**src/rtl/save_upload_server.sv**
```systemverilog
// save_upload_server
//   Upload-side responder for the HPS ioctl channel. Serves bytes of the
//   save image (hiscore / NVRAM) from a 1-cycle-latency synchronous RAM when
//   the HPS reads the core. Raises a one-cycle ioctl_upload_req once the image
//   is dirty, autosave is enabled and the core has been quiet long enough.
//
//   Optional feature macro: UPLOAD_CHECKSUM_EN
//     When defined, the image grows by two bytes. Address SIZE returns the low
//     byte and address SIZE+1 the high byte of a 16-bit running sum of every
//     byte served from the RAM during the current upload session.
//
//   Read handshake: one read is accepted per ioctl_rd strobe while the FSM is
//   IDLE and the session is active (upload high, index matches). The byte is
//   presented on ioctl_din in the WAIT cycle, two cycles after the strobe, and
//   is held afterwards until the next read reaches WAIT. Strobes arriving
//   while busy are dropped; hps_io spaces them at least three cycles apart.
//
//   dbg_state exposes the read FSM state (0 IDLE, 1 FETCH, 2 WAIT).
module save_upload_server #(
  parameter int ADDR_W     = 10,
  parameter int SAVE_INDEX = 4,
  parameter int HOLDOFF_W  = 20
) (
  input  logic              clk_sys,
  input  logic              reset,
  input  logic              ioctl_upload,
  input  logic [7:0]        ioctl_index,
  input  logic              ioctl_rd,
  input  logic [24:0]       ioctl_addr,
  output logic [7:0]        ioctl_din,
  output logic              ioctl_upload_req,
  output logic [ADDR_W-1:0] ram_addr,
  output logic              ram_rd,
  input  logic [7:0]        ram_q,
  input  logic              save_wr,
  input  logic              autosave,
  output logic              busy,
  output logic [1:0]        dbg_state
);

  localparam logic [24:0] SIZE_A = 25'(2 ** ADDR_W);

  typedef enum logic [1:0] {
    S_IDLE  = 2'd0,
    S_FETCH = 2'd1,
    S_WAIT  = 2'd2
  } state_e;

  state_e                state_q, state_d;
  logic [24:0]           addr_q, addr_d;
  logic [ADDR_W-1:0]     ram_addr_q, ram_addr_d;
  logic                  ram_rd_q, ram_rd_d;
  logic [7:0]            din_q, din_d;
  logic [7:0]            read_byte;

  logic                  active;
  logic                  active_q;
  logic                  fall;
  logic                  accept;

  logic                  dirty_q, dirty_d;
  logic                  req_sent_q, req_sent_d;
  logic [HOLDOFF_W-1:0]  holdoff_q, holdoff_d;
  logic                  req;

  assign active = ioctl_upload & (ioctl_index == 8'(SAVE_INDEX));
  assign fall   = active_q & ~active;
  assign accept = (state_q == S_IDLE) & ioctl_rd & active;

`ifdef UPLOAD_CHECKSUM_EN
  logic        rise;
  logic [15:0] sum_q, sum_d;

  assign rise = ~active_q & active;

  // Byte served for the latched address: RAM data, checksum bytes, or pad.
  always_comb begin
    read_byte = 8'hFF;
    if (addr_q < SIZE_A)               read_byte = ram_q;
    else if (addr_q == SIZE_A)         read_byte = sum_q[7:0];
    else if (addr_q == SIZE_A + 25'd1) read_byte = sum_q[15:8];
  end

  // Running sum of RAM bytes served this session; restarts when a session opens.
  always_comb begin
    sum_d = sum_q;
    if (rise)
      sum_d = 16'h0000;
    else if ((state_q == S_WAIT) && (addr_q < SIZE_A))
      sum_d = sum_q + {8'h00, ram_q};
  end

  // Checksum register.
  always_ff @(posedge clk_sys) begin
    if (reset) sum_q <= 16'h0000;
    else       sum_q <= sum_d;
  end
`else
  // Byte served for the latched address: RAM data inside the image, pad beyond.
  always_comb begin
    read_byte = 8'hFF;
    if (addr_q < SIZE_A) read_byte = ram_q;
  end
`endif

  // Read FSM next-state and datapath: IDLE accepts, FETCH drives the RAM, WAIT captures.
  always_comb begin
    state_d    = state_q;
    addr_d     = addr_q;
    ram_addr_d = ram_addr_q;
    ram_rd_d   = 1'b0;
    din_d      = din_q;
    case (state_q)
      S_IDLE: begin
        if (accept) begin
          state_d = S_FETCH;
          addr_d  = ioctl_addr;
          if (ioctl_addr < SIZE_A) begin
            ram_addr_d = ioctl_addr[ADDR_W-1:0];
            ram_rd_d   = 1'b1;
          end
        end
      end
      S_FETCH: begin
        state_d = S_WAIT;
      end
      S_WAIT: begin
        state_d = S_IDLE;
        din_d   = read_byte;
      end
      default: begin
        state_d = S_IDLE;
      end
    endcase
  end

  // Read FSM and datapath registers.
  always_ff @(posedge clk_sys) begin
    if (reset) begin
      state_q    <= S_IDLE;
      addr_q     <= 25'd0;
      ram_addr_q <= '0;
      ram_rd_q   <= 1'b0;
      din_q      <= 8'hFF;
    end else begin
      state_q    <= state_d;
      addr_q     <= addr_d;
      ram_addr_q <= ram_addr_d;
      ram_rd_q   <= ram_rd_d;
      din_q      <= din_d;
    end
  end

  // Upload request: fire once the image is dirty and quiet, at most once per session gap.
  always_comb begin
    req = dirty_q & autosave & (holdoff_q == '0) & ~active & ~req_sent_q;

    holdoff_d = holdoff_q;
    if (save_wr)
      holdoff_d = '1;
    else if (holdoff_q != '0)
      holdoff_d = holdoff_q - HOLDOFF_W'(1);

    dirty_d = dirty_q;
    if (save_wr)
      dirty_d = 1'b1;
    else if (fall)
      dirty_d = 1'b0;

    req_sent_d = req_sent_q;
    if (fall)
      req_sent_d = 1'b0;
    else if (req)
      req_sent_d = 1'b1;
  end

  // Dirty tracking, quiet-time counter and session edge detector registers.
  always_ff @(posedge clk_sys) begin
    if (reset) begin
      active_q   <= 1'b0;
      dirty_q    <= 1'b0;
      req_sent_q <= 1'b0;
      holdoff_q  <= '1;
    end else begin
      active_q   <= active;
      dirty_q    <= dirty_d;
      req_sent_q <= req_sent_d;
      holdoff_q  <= holdoff_d;
    end
  end

  // The WAIT cycle forwards the RAM byte directly so it appears two cycles after the strobe.
  assign ioctl_din        = (state_q == S_WAIT) ? read_byte : din_q;
  assign ioctl_upload_req = req;
  assign ram_addr         = ram_addr_q;
  assign ram_rd           = ram_rd_q;
  assign busy             = (state_q != S_IDLE);
  assign dbg_state        = state_q;

endmodule

```
**config.mk**
```make
export PLATFORM = sky130hd
export DESIGN_NAME = save_upload_server
export DESIGN_NICKNAME = d
export VERILOG_FILES = /design/src/rtl/save_upload_server.sv
export SDC_FILE = /design/constraint.sdc
export NUM_CORES = 1
export LEC_CHECK = 0
export BUFFER_PORTS_ARGS = -buffer_cell sky130_fd_sc_hd__buf_4
export CAP_MARGIN = 20
export CORE_ASPECT_RATIO = 0.75
export CORE_MARGIN = 2
export CORE_UTILIZATION = 25
export CTS_CLUSTER_DIAMETER = 100
export DETAILED_ROUTE_END_ITERATION = 12
export HOLD_SLACK_MARGIN = 0.1
export PLACE_DENSITY = 0.4
export SLEW_MARGIN = 15
export SYNTH_ARGS = -nofsm -noshare
export SYNTH_HDL_FRONTEND = slang
export SYNTH_SLANG_ARGS = --single-unit
```
**constraint.sdc**
```tcl
create_clock -name clk_sys -period 6.14 [get_ports clk_sys]
set_input_delay 0.307 -clock clk_sys [delete_from_list [all_inputs] [get_ports clk_sys]]
set_output_delay 0.307 -clock clk_sys [all_outputs]
set_load 0.02 [all_outputs]
```
* Word level (Yosys, flattened, before mapping)
Index checks and enable logic that the tools add are counted.
** Cells by class
- $mul :: 0
- Shifts and indexed selects :: 0
- Bitwise operators :: 12
- Equality and inequality tests :: 4
- Mux-type cells :: 7
- Divide/modulo/power cells :: 0
- Reduce and logical (&&, ||, !) cells :: 10
- Add/sub/neg operators :: 1
- Order comparisons :: 2
** Operators by type and width (number)
- $lt 25x11->1 const B :: 2
- $logic_not 20->1 :: 1
- $reduce_bool 20->1 :: 1
- $sub 20x1->20 const B :: 1
- $mux 8 :: 2
- $and 1x1->1 :: 8
- $eq 8x3->1 const B :: 1
- $not 1->1 :: 4
- $pmux 2 s2 :: 1
- $reduce_bool 2->1 :: 2
- $reduce_or 2->1 :: 2
- $mux 1 :: 3
- $reduce_and 3->1 :: 1
- $reduce_or 3->1 :: 1
- $eq 2x1->1 const B :: 1
- $eq 2x2->1 const B :: 1
- $logic_not 2->1 :: 1
- $mux 2 :: 1
- $ne 2x2->1 const B :: 1
- $reduce_and 2->1 :: 1
** Storage, ports and cells
- RAM bits :: 0
- Word-level logic and storage cells :: 45
- Memories :: 0
- Output and inout bits :: 23
- Latch bits :: 0
- Bits in read-only memories :: 0
- Register bits :: 69

* Longest topological paths before layout
- Depth after elaboration :: 6
- Depth in mapped cells :: 8
- Gate-level depth less buffers :: 6

* Worst setup path before layout
OpenSTA, ideal clock, no wires.
- Path kind :: reg2out
- Start point :: register holdoff_q[14]
- End point :: output ioctl_upload_req
- Buffers on the path :: 2
- Arrival time :: 2005 ps
- Stages on the path, launching flop included :: 7
- Setup slack :: 3828 ps
- Cell sequence :: dfxtp_1 -> or4_1 -> buf_2 -> or4_4 -> buf_6 -> nor2_4 -> and3_1
** Between the ends
- Longest elaborated chain between the ends :: 4
** Ends and longest elaborated chain
- from (decl) :: RTL line 63 : logic [HOLDOFF_W-1:0] holdoff_q, holdoff_d;
- from (signal assigned) :: RTL line 188 : holdoff_q <= holdoff_d;
- $logic_not 20->1 :: RTL line 156 : req = dirty_q & autosave & (holdoff_q == '0) & ~active & ~req_sent_q;
- $and 1x1->1 (3 in series) :: RTL line 156
- to (decl) :: RTL line 31 : output logic ioctl_upload_req,
No other way between the ends.

* Worst setup path in the final report
Ends and elaborated chain as after synthesis.

==> results.yml <==
cts:
  htreeDepth: 3
  clock_latency_ns: 0.32
  postCtsSetupBuffers: 0
  cts_hold_buffers: 0
  cts_resized: 0
  clk_pin_slew_ns: 0.06
  cts_inserted_buffers: 9
  cts_tree: "done"
  ctsRootBufferMaster: "clkbuf_16"
  clk_path_buf_depth: 2
  clock_sinks: 59
route:
  drt_first_pass_iters: 4
  vias_per_cell: 4.809
  drt_iter0_drc: 140
  finalWirelength_mm: 7.687
  postRouteAntennaNets: 0
  route.detailed.drc: 0
  post_drt_wl_per_cell_um: 14.67
  num_vias: 2520
layout:
  final_core_util: 0.3551
  final_cell_mix: "71 x buf_4, 59 x dfxtp_1, 37 x nand2_1"
  layout-drive-gt1-share: 0.2448
  nNetsFinal: 432
  areaGrowthSynthToFinish_pct: 37.07
  final_area_mm2: 0.003682
  stdcell_count: 524
  diodes: 0
  mostFrequentLayoutCell: "buf_4"
sta:
  worstMarginPinSlew_ns: 0.9897
  slew_viol_final: 0
  hold_violations: 0
  layout_setup_ws_ns: 3.311
  relSlewSlack: 0.3352
  setup_viol: 0
  final.setup.tns_ns: 0
  finalCriticalPeriod_ns: 2.829
  min_period_over_period: 0.4607
  fmaxAchievable_ghz: 0.3535
  whs_ns: 0.2478
  finClkSkew_ns: 0.008039
  rsz0062_at_grt: "no"
yosys:
  postSynthNetCount: 371
  ys_seq_elements: 59
  synth_cells: 322
  syn-cell-area_mm2: 0.002686
  netlist.area_leader.share: 0.4397
  synth_area_leaders: "dfxtp_1 44%, a21oi_1 5.6%, nand2_1 5.2%, nand3_1 3.5%, o32ai_1 2.6%"
  synth_warnings: 0
  ys.flop_type: "dfxtp_1"
  synth.distinct_cells: 43
  yosys.area.top_type: "dfxtp_1"
  synth_area_per_cell_um2: 8.343
  seq_area_frac_synth: 0.4397
  synth_enable_flop_cells: 0
  async_flop_share: 0
floorplanning:
  rows: 32
  die-area_mm2: 0.01160
  ios: 70
  dieHeight_um: 93.77
  die_w_um: 123.7
  core_mm2: 0.01037
  start_util: 0.2590
placement:
  io_buffers: 69
  gp_congestion: 0.7133
  place_area_mm2: 0.003307
  dp_slack_ns: 3.574
  dp_hpwl_mm: 5.434
  place_inst: 508
worst_setup_path:
  end_kind: "output port"
  r2r_slack_ns: 3.54
  crit_arrival_ns: 2.52
  critPathMaxFanout: 7
  start_kind: "flip-flop"
  cp_data_required_time_ns: 5.83
  path_class: "reg -> out"
power:
  clockPowerShare: 0.595
  power_density_mw_per_mm2: 287.4
  intPower_uw: 857.4
  p_comb_frac: 0.041
  p_total_mw: 1.058
  switching_share: 0.1898
  seqPwrFrac: 0.364
  cellLeakagePower_nw: 1.315
  p_sw_uw: 200.9
  vdd_drop_max_mv: 0.1315
grt:
  overflow: 0
  grt_pass1_wl_mm: 12.24
  track_usage: 0.1370
  grt_antenna_before_repair: 0
  grt_max_degree: 44
  grt_pass1_vias: 2389
run_status:
  status: "finished clean"
run:
  cap_violations: 0
min_path:
  hp-class: "in -> reg"
kinds of logic (layout without fill, tap and decap cells):
kind of cell,Yosys count,in the layout,share of synthesized area
compound gates,78,78,0.1816
xor+xnor,1,1,0.003261
fa+ha+maj,2,2,0.009314
buf+inv,34,100,0.05543
flops,59,59,0.4397
mux,5,5,0.01863
simple gates,143,143,0.2920
flip-flops by register name (all words and copies together) (netlist names), 2 cells and up:
name / cells
addr_q: 15
dbg_state: 2
din_q: 8
holdoff_q: 20
ram_addr: 10
layer usage:
metal | routed length [µm] | track usage
met4 | 88 | 0.03977
met3 | 383 | 0.03398
met5 | 0 | 0
met2 | 3129 | 0.1891
met1 | 4086 | 0.2064
power groups by stage:
stage               clock network, mW  registers, mW  logic (mW)
floorplan                           0          0.393      0.0136
global placement                    0          0.393      0.0443
detailed placement                  0          0.393      0.0439
CTS                             0.641          0.385      0.0440
global route                    0.664          0.385      0.0471
finish                          0.630          0.385      0.0433
worst paths after layout:
| path | from | to | cells after the start |
|---|---|---|---|
| setup / recovery | holdoff_q[14]$_SDFFE_PP1P_ | ioctl_upload_req | 5 |
| hold / removal | ioctl_addr[8] | ram_addr[8]$_SDFFE_PP0P_ | 3 |
| setup reg to reg | holdoff_q[14]$_SDFFE_PP1P_ | holdoff_q[6]$_SDFFE_PP1P_ | 4 |
| hold reg to reg | addr_q[23]$_SDFFE_PP0P_ | addr_q[23]$_SDFFE_PP0P_ | 2 |
area by class of cell:
type	count	area [µm²]
tap	136	170.2
inverter	13	48.80
multi-input combinational	229	1374
fill	1115	6688
clock buffer	10	239.0
sequential	59	1181
clock inverter	6	136.4
timing repair buffer	71	533.0
synthesized netlist by cell type (all sizes together), types with 3 or more instances:
| cell | number |
|---|---|
| nand3 | 19 |
| or4 | 9 |
| a211oi | 8 |
| nand2 | 37 |
| and3 | 3 |
| nor2 | 15 |
| or3 | 7 |
| nand2b | 11 |
| inv | 13 |
| o21ai | 16 |
| buf | 5 |
| dfxtp | 59 |
| o32ai | 8 |
| a21boi | 3 |
| nor3 | 10 |
| mux2i | 5 |
| clkbuf | 16 |
| a21oi | 30 |
| nand4 | 5 |
| and2 | 4 |
| nor4 | 14 |
| o31ai | 7 |
critical path, stage by stage, from the launching register on:
cell	delay, ns
dfxtp_1	0.35
or4_1	0.69
or4_4	0.64
nor2_4	0.19
and3_1	0.19
buf_4	0.14
Note: power is estimated with default switching activity, not from simulation.
